### config.mk
export PLATFORM = sky130hd
export DESIGN_NAME = shift_ctrl
export DESIGN_NICKNAME = d
export VERILOG_FILES = /design/src/rtl/shift_ctrl.sv
export SDC_FILE = /design/constraint.sdc
export NUM_CORES = 1
export LEC_CHECK = 0
export CAP_MARGIN = 20
export CELL_PAD_IN_SITES_DETAIL_PLACEMENT = 1
export CELL_PAD_IN_SITES_GLOBAL_PLACEMENT = 1
export CORE_MARGIN = 2
export CORE_UTILIZATION = 39
export DETAILED_ROUTE_END_ITERATION = 6
export GPL_TIMING_DRIVEN = 1
export PLACE_DENSITY = 0.8
export SYNTH_ARGS = -nofsm -noshare
export SYNTH_HDL_FRONTEND = slang
export SYNTH_SLANG_ARGS = --single-unit
### constraint.sdc
create_clock -name clk -period 2.3 [get_ports clk]
set_clock_uncertainty 0.05 [all_clocks]
set_input_delay 0.345 -clock clk [delete_from_list [all_inputs] [get_ports clk]]
set_output_delay 0.345 -clock clk [all_outputs]
set_load 0.02 [all_outputs]
### src/rtl/shift_ctrl.sv
// shift_ctrl: load/shift sequencer for the downstream 4-bit register stage.
// Accepts words with a shift count into a one-entry buffer, then issues one
// load strobe, the requested number of shift strobes and a done pulse.
module shift_ctrl #(
    parameter int WIDTH = 4,
    parameter int CNT_W = 4
) (
    input  logic             clk,
    input  logic             rst_n,
    input  logic             in_valid,
    output logic             in_ready,
    input  logic [WIDTH-1:0] in_data,
    input  logic [CNT_W-1:0] in_len,
    output logic [WIDTH-1:0] d_load,
    output logic             load_en,
    output logic             shift_en,
    output logic             busy,
    output logic             done
);

    typedef enum logic [1:0] {
        IDLE  = 2'd0,
        LOAD  = 2'd1,
        SHIFT = 2'd2,
        DONE  = 2'd3
    } state_t;

    state_t           state;
    state_t           state_nxt;
    logic             buf_full;
    logic [WIDTH-1:0] buf_data;
    logic [CNT_W-1:0] buf_len;
    logic [CNT_W-1:0] cnt;
    logic             push;
    logic             pop;

    assign in_ready = ~buf_full;
    assign push     = in_valid & ~buf_full;
    // Pop only between words; push needs an empty buffer so the two never coincide
    assign pop      = buf_full & ((state == IDLE) | (state == DONE));

    // State register
    always_ff @(posedge clk or negedge rst_n) begin
        if (!rst_n) begin
            state <= IDLE;
        end else begin
            state <= state_nxt;
        end
    end

    // Next-state and strobe decode from the registered state
    always_comb begin
        state_nxt = state;
        load_en   = 1'b0;
        shift_en  = 1'b0;
        done      = 1'b0;
        busy      = 1'b1;
        case (state)
            IDLE: begin
                busy = 1'b0;
                if (buf_full) state_nxt = LOAD;
            end
            LOAD: begin
                load_en = 1'b1;
                if (cnt == '0) state_nxt = DONE;
                else           state_nxt = SHIFT;
            end
            SHIFT: begin
                shift_en = 1'b1;
                if (cnt <= CNT_W'(1)) state_nxt = DONE;
            end
            DONE: begin
                done = 1'b1;
                if (buf_full) state_nxt = LOAD;
                else          state_nxt = IDLE;
            end
            default: begin
                busy      = 1'b0;
                state_nxt = IDLE;
            end
        endcase
    end

    // One-entry input buffer
    always_ff @(posedge clk or negedge rst_n) begin
        if (!rst_n) begin
            buf_full <= 1'b0;
            buf_data <= '0;
            buf_len  <= '0;
        end else if (push) begin
            buf_full <= 1'b1;
            buf_data <= in_data;
            buf_len  <= in_len;
        end else if (pop) begin
            buf_full <= 1'b0;
        end
    end

    // Load word register and shift counter; counter saturates at zero
    always_ff @(posedge clk or negedge rst_n) begin
        if (!rst_n) begin
            d_load <= '0;
            cnt    <= '0;
        end else if (pop) begin
            d_load <= buf_data;
            cnt    <= buf_len;
        end else if ((state == SHIFT) && (cnt != '0)) begin
            cnt <= cnt - CNT_W'(1);
        end
    end

endmodule

# After elaboration in Yosys (flattened, before gate mapping)

Index checks and enable logic that the tools add are counted.

Register bits: 19
Latch bits: 0
RAM bits: 0
Memory bits (read-only): 0
Input bits: 11
Output and inout bits: 9
Logic and storage cells: 37
Memories: 0

$add $sub $neg: 1
Multipliers: 0
Div/mod/pow operators: 0
Magnitude comparators: 1
Eq/ne operators: 5
Shift operators: 0
Mux-type cells: 13
Bitwise logic cells: 4
Reductions and logical operators: 7

Operators with widths:

| operator              | number |
|---|---|
| $mux W1               | 8 |
| $mux W4               | 2 |
| $pmux W2 S4           | 1 |
| $eq A2 B2 Y1 const B  | 2 |
| $le A4 B1 Y1 const B  | 1 |
| $logic_not A4 Y1      | 1 |
| $mux W2               | 2 |
| $ne A2 B2 Y1 const B  | 2 |
| $reduce_bool A2 Y1    | 2 |
| $reduce_bool A4 Y1    | 1 |
| $sub A4 B1 Y4 const B | 1 |
| $and A1 B1 Y1         | 2 |
| $eq A2 B1 Y1 const B  | 1 |
| $logic_not A2 Y1      | 1 |
| $reduce_and A2 Y1     | 1 |
| $logic_and A1 B1 Y1   | 1 |
| $not A1 Y1            | 1 |
| $or A1 B1 Y1          | 1 |

# Depth between registers and ports, before layout

Gate-level depths: netlist of run 1.

Word-level depth: 5
Gate-level depth with buffers: 6
Gate-level depth less buffers: 5

# Worst setup path after synthesis of run 1

No wires, ideal clock.

Kind: register to register
From: register state[0]
To: register cnt[3]
Arrival: 1,463 ps
Required time: 2,124 ps
Setup slack: 661 ps
Stages on the path, launching flop included: 6
Buffers on the path: 0
Period minus slack after synthesis: 1,639 ps
Cells stage by stage: dfrtp_1 inv_1 ha_1 nor4b_1 mux2i_1 a21oi_1

Longest elaborated chain between the ends: 4

Ends and longest elaborated chain:

| item                                             | RTL line | source |
|---|---|---|
| start, declared                                  | 28       | `state_t state;` |
| start signal, assigned                           | 47       | `state <= state_nxt;` |
| $eq A2 B2 Y1 or $logic_not A2 Y1 (tied branches) | 40       | `assign pop = buf_full & ((state == IDLE) \| (state == DONE));` |
| $or A1 B1 Y1                                     | 40       |  |
| $and A1 B1 Y1                                    | 40       |  |
| $mux W4 or $reduce_bool A2 Y1 (tied branches)    | --       |  |
| end signal, assigned                             | 106      | `cnt <= buf_len;` |
| end signal, assigned                             | 108      | `cnt <= cnt - CNT_W'(1);` |
| end, declared                                    | 33       | `logic [CNT_W-1:0] cnt;` |

Parallel ways exist; a longest one is shown, timed or not.
A chain may end at the register's enable or synchronous reset.

# Worst setup path after layout of run 1

From: register state[0]
To: output busy

Longest elaborated chain between the ends: 2

Ends and longest elaborated chain:

| item             | RTL line | source |
|---|---|---|
| $logic_not A2 Y1 | 58       | `case (state)` |
| $mux W1          | 58       |  |
| end, declared    | 17       | `output logic busy,` |

Every way passes these cells.

==> results of run 1 <==
cells by family after synthesis:
family | synth area share
AOI/OAI and AO/OA | 0.0893
adders and majority gates | 0.103
buffers and inverters | 0.0375
DFF | 0.492
muxes | 0.150
and+or+nand+nor | 0.128
cell usage after synthesis:
cell type  instances  area (µm²)
nor3b_2            1        12.5
a221oi_1           1        8.76
o21ai_0            2        10.0
nor3_1             1        5.00
buf_2              2        10.0
nand3_1            1        5.00
nand4b_1           1        8.76
nor2_1             8        30.0
a211o_2            1        10.0
nor2b_1            1        6.26
a21oi_1            1        5.00
mux2i_1            1        10.0
mux2_2            12         135
and3b_1            1        8.76
nand2b_1           2        12.5
o311a_2            1        11.3
o311ai_0           1        8.76
nor4b_1            1        8.76
ha_1               8         100
or3_1              3        18.8
dfrtp_1           19         475
inv_1              7        26.3
a21o_1             1        7.51
a31oi_1            4        25.0
nand2_1            2        7.51
state kept, by name, indices dropped and copies added (netlist names):
name,flops
buf_len,4
d_load,4
buf_full,1
state,2
buf_data,4
cnt,4
how the worst max path moves through the flow:
stage	startpoint	endpoint	slack (ns)
after global placement	state[1]	d_load[1]	0.46
final	state[0]	busy	0.20
after floorplan	state[0]	cnt[3]	0.66
after detailed placement	state[1]	d_load[0]	0.41
after global routing	state[0]	busy	0.04
after CTS	state[0]	shift_en	0.10
report_power, final:
part | total [mW] | internal (mW) | switching, mW
sequential | 0.657 | 0.514 | 0.143
combinational | 0.953 | 0.483 | 0.470
clock | 0.161 | 0.0674 | 0.0941
stage by stage:
step	utilization	instance area, µm²	hold WS (ns)
final	0.510	1230	0.322
after detailed placement	0.498	1200	0.442
after floorplan	-	967	-0.000591
after CTS	0.509	1230	0.325
after global routing	0.510	1230	0.338
after global placement	0.498	1200	0.435
layout by cell type (no fill, tap or decap), types with 2 or more instances in the layout:
cell,count
nand2b_1,2
mux2_2,12
clkdlybuf4s50_1,18
nand2_1,2
buf_4,2
ha_1,8
a31oi_1,4
or3_1,3
clkbuf_4,3
inv_1,7
dfrtp_1,19
o21ai_0,2
nor2_1,8
per-layer routing:
| metal | vias to the layer above | share of wire | GRT usage | wire length, µm |
|---|---|---|---|---|
| li1 | 337 | - | - | - |
| met3 | 2 | 0.044 | 0.0278 | 83 |
| met5 | - | 0 | 0 | 0 |
| met4 | 0 | 0.0080 | 0.0513 | 15 |
| met2 | 16 | 0.50 | 0.299 | 944 |
| met1 | 343 | 0.44 | 0.182 | 830 |
layout make-up:
type	count	area (µm²)	area share
flip-flops and latches	19	475	0.387
multi-input cells	55	455	0.371
repair buffers	21	208	0.169
well taps	30	37.5	0.0305
clock buffers	4	26.3	0.0214
inverters	7	26.3	0.0214
==> qor.log, run 1 <==
qor: status.run_status finished clean
qor: timing.time_the_worst_path_needs_with_i_o_delays_and_setup 2.10 ns
qor: floorplan.die_height 53.8 µm
qor: setup_path.cp.buffers_inverters 3
qor: synth.synthDistinctLibCells 25
qor: timing.setup_ws 0.196 ns
qor: setup_path.critical_path_cell_count 4
qor: routing.initialDrtViolationCount 3
qor: global_route.grtUsageTotal 0.160
qor: synth.register_bit_total_from_synthesis 19
qor: setup_path.cp_common_cell inv_1
qor: setup_path.worstPathMaxFanout 4
qor: setup_path.rr_worst_depth 4
qor: finish.flow.area_growth_from_synthesis 27.0%
qor: setup_path.worst_path_max_delay_cell clkdlybuf4s50_1
qor: synth.total_nets_after_synthesis 102
qor: timing.finalSetupViolations 0
qor: timing.post-route-period-util 0.915
qor: floorplan.dieArea 2890 µm²
qor: routing.wl 1870 µm
qor: global_route.globalRoute.totalOverflow 0
qor: finish.final_nets 126
qor: placed_design.setup_slack_at_placement 0.415 ns
qor: routing.route.vias.total 698
qor: placed_design.gp_congestion 0.678
qor: job.drv_cap 0
qor: routing.post-route-drc-count 0
qor: floorplan.ioPinCount 20
qor: power.max-vdd-ir-drop 0.760 mV
qor: timing.hold_viol 0
qor: timing.worst_slew_margin_rel 0.690
qor: placed_design.dpl.hpwl 1500 µm
qor: setup_path.rr_startpoint state[0]
qor: cts.post_cts.repair.setup_buffers 0
qor: global_route.antenna_found_initial 0
qor: floorplan.rows 18
qor: routing.route.detailed.vias_per_inst 5.13
qor: finish.n_antenna_cell 0
qor: cts.cts_tree done
qor: timing.unrepaired_setup_endpoints_after_global_routing false
qor: setup_path.cp_top_family buffers and inverters
qor: global_route.grt_start_max_net_pins 20
qor: timing.timing.setup.tns 0 ns
qor: cts.cts_buffer_count 3
qor: floorplan.placeableCoreArea 2410 µm²
qor: placed_design.numPlacedInstances 132
qor: floorplan.initial_utilization 0.401
qor: setup_path.worstSetupPathType register to primary output
qor: setup_path.reg2reg_setup_slack 0.44 ns
qor: timing.max_freq 0.475 GHz
qor: power.leakage_power_figure 0.552 nW
qor: synth.yosys_warn_count 0
qor: cts.clock_tree.root_cell clkbuf_4
qor: cts.cts_resized 0
qor: synth.syn-cell-area 967 µm²
qor: cts.clock_tree.buffer_depth 2
qor: cts.clock_sinks 19
qor: timing.worst-slew-pin-transition 0.464 ns
qor: synth.share_of_the_yosys_chip_area_belonging_to_registers 0.492
qor: power.power_per_cell_area 1440 nW/µm²
qor: cts.clock_tree.htree_level_count 1
qor: finish.fillers 264
qor: routing.drtPass1Iterations 4
qor: cts.total_of_hold_buffers_inserted_after_clock_tree_synthesis 0
qor: placed_design.buffer_ports.inserted 19
qor: routing.antenna_violating_nets_post_route 0
qor: global_route.first_global_vias 743
qor: synth.synth_area_per_cell 11.7 µm²
qor: setup_path.cp_data_required_time 1.90 ns
qor: setup_path.crit_path_start_kind register
qor: setup_path.worst_ep_arrival_time 1.71 ns
qor: cts.cts.reportedPaths.clkPinSlew 0.10 ns
qor: power.total_power 1.77 mW
qor: floorplan.chipWidth 53.8 µm
qor: cts.clock_insertion_delay_worst_skew 0.29 ns
qor: min_path.worst_hold_path_type input pin to asynchronous set/reset pin
qor: setup_path.crit_chain inv_1 -> ha_1 -> inv_1 -> clkdlybuf4s50_1
qor: setup_path.slowest_delay 0.59 ns
qor: setup_path.worst_setup_path_end_kind primary output
qor: finish.final-instance-count-excl-fill 136
qor: timing.timing_max_transition_violations_final 0
qor: synth.post_synth_inst_count 83
qor: finish.drive_above_1_share 0.189
qor: setup_path.worstReg2RegEnd d_load[2]
qor: global_route.grt_pass1_wl 3310 µm
qor: routing.routed_wire_length_per_instance 13.8 µm
(Power assumes the default switching activity.)
==> run 2, diff against run 1 <==
Settings changed: ABC_CLOCK_PERIOD_IN_PS from default to 2300.
==> results of run 2 <==
No change in the layout: final DEF, timing and power equal those of run 1.
==> run 3, diff against run 2 <==
Settings changed: GPL_TIMING_DRIVEN 1 to 0, SETUP_SLACK_MARGIN from default to 0.05.
==> qor.log, run 3 (synthesis gave the netlist of run 1 again) <==
qor: cts.clock_tree.root_cell clkbuf_4
qor: cts.clock_insertion_delay_worst_skew 0.30 ns
qor: setup_path.worst_setup_path_end_kind primary output
qor: finish.post-route-util 0.509
qor: power.max-vdd-ir-drop 0.922 mV
qor: power.power.share.clock 0.092
qor: timing.timing.setup.tns 0 ns
qor: setup_path.worstReg2RegEnd d_load[1]
qor: routing.antenna_violating_nets_post_route 0
qor: cts.clock_tree.htree_level_count 1
qor: setup_path.worstPathMaxFanout 4
qor: floorplan.rows 18
qor: setup_path.rr_startpoint state[0]
qor: status.run_status finished clean
qor: setup_path.worst_ep_arrival_time 1.74 ns
qor: power.internal_power 1.07 mW
qor: cts.cts_tree done
qor: finish.design_area 1230 µm²
qor: power.power.net_switching 0.717 mW
qor: global_route.antenna_found_initial 0
qor: setup_path.cp_data_required_time 1.90 ns
qor: timing.hold_ws 0.448 ns
qor: setup_path.rr_worst_depth 5
qor: global_route.grt_start_max_net_pins 20
qor: global_route.globalRoute.totalOverflow 0
qor: timing.worst-slew-pin-transition 0.802 ns
qor: timing.timing_max_transition_violations_final 0
qor: routing.route.detailed.vias_per_inst 4.99
qor: cts.post_cts.repair.setup_buffers 0
qor: timing.worst_slew_margin_rel 0.464
qor: finish.mostFrequentLayoutCell dfrtp_1
qor: routing.routed_wire_length_per_instance 14.1 µm
qor: placed_design.dpl_cell_area 1190 µm²
qor: timing.finalSetupViolations 0
qor: placed_design.numPlacedInstances 132
qor: routing.route.vias.total 679
qor: floorplan.initial_utilization 0.401
qor: setup_path.crit_path_start_kind register
qor: finish.n_antenna_cell 0
qor: cts.clock_tree.buffer_depth 2
qor: floorplan.placeableCoreArea 2410 µm²
qor: power.leakage_power_figure 0.551 nW
qor: timing.setup_ws 0.170 ns
qor: power.total_power 1.78 mW
qor: floorplan.die_height 53.8 µm
qor: finish.fillers 259
qor: floorplan.dieArea 2890 µm²
qor: floorplan.ioPinCount 20
qor: global_route.grt_pass1_wl 3220 µm
qor: timing.time_the_worst_path_needs_with_i_o_delays_and_setup 2.13 ns
qor: global_route.grtUsageTotal 0.158
qor: power.power_per_cell_area 1450 nW/µm²
qor: cts.clock_sinks 19
qor: routing.wl 1920 µm
qor: finish.drive_above_1_share 0.208
qor: placed_design.setup_slack_at_placement 0.403 ns
qor: timing.post-route-period-util 0.926
qor: power.combinationalPowerShare 0.542
qor: cts.cts.reportedPaths.clkPinSlew 0.11 ns
qor: global_route.first_global_vias 723
qor: routing.drtPass1Iterations 4
qor: placed_design.buffer_ports.inserted 19
qor: timing.unrepaired_setup_endpoints_after_global_routing false
qor: routing.post-route-drc-count 0
qor: min_path.worst_hold_path_type input pin to asynchronous set/reset pin
qor: power.power.sequential.fraction 0.366
qor: job.drv_cap 0
qor: routing.initialDrtViolationCount 10
qor: finish.flow.area_growth_from_synthesis 26.9%
qor: floorplan.chipWidth 53.8 µm
qor: placed_design.dpl.hpwl 1550 µm
qor: timing.max_freq 0.469 GHz
qor: timing.hold_viol 0
qor: finish.final-instance-count-excl-fill 136
qor: finish.commonest_cells_after_routing_fill_and_taps_aside dfrtp_1 (19), clkdlybuf4s50_1 (18), mux2_2 (12)
qor: setup_path.reg2reg_setup_slack 0.48 ns
qor: placed_design.gp_congestion 0.812
qor: cts.cts_buffer_count 3
qor: power.power_switching_share 0.402
qor: setup_path.worstSetupPathType register to primary output
qor: finish.final_nets 126
run 3: cell types whose count changed in the layout (fill, tap and decap cells not counted), sizes merged:
cell,change
clkinv,+1
clkbuf,-1
run 3: worst max-delay path: stages, from the launching register on:
cell             delay (ns)
dfrtp_1                0.41
inv_1                  0.12
ha_1                   0.26
inv_1                  0.06
clkdlybuf4s50_1        0.59
run 3: how the worst max path moves through the flow:
stage / from / to / slack, ns
floorplan: state[0] / cnt[3] / 0.66
global placement: state[0] / shift_en / 0.43
detailed placement: state[0] / shift_en / 0.40
CTS: state[0] / shift_en / 0.06
global route: state[0] / busy / 0.05
finish: state[0] / busy / 0.17
run 3: layout make-up:
type,instances,area [µm²],area share
flip-flops and latches,19,475,0.387
inverters,7,26.3,0.0214
multi-input cells,55,458,0.373
well taps,30,37.5,0.0306
clock inverters,1,5.00,0.00408
clock buffers,3,22.5,0.0183
plain buffers,2,10.0,0.00815
repair buffers,19,193,0.157
run 3: layer usage:
metal / GRT usage / wire length [µm]
met5: 0 / 0
met4: 0.0641 / 16
met3: 0.0306 / 79
met2: 0.287 / 1020
met1: 0.179 / 799
run 3: timing repair:
| item | 4_1_cts | 5_1_grt |
|---|---|---|
| setup endpoints to repair | 0 | 1 |
| gates resized for setup | 0 | 2 |
| hold buffers | 0 | 0 |
run 3: power groups by stage:
stage / logic (mW) / registers, mW / clock network (mW)
3_5_place_dp: 0.976 / 0.664 / 0
3_3_place_gp: 0.933 / 0.650 / 0
5_1_grt: 1.08 / 0.683 / 0.186
2_1_floorplan: 0.624 / 0.670 / 0
6_report: 0.967 / 0.653 / 0.164
4_1_cts: 0.981 / 0.657 / 0.174
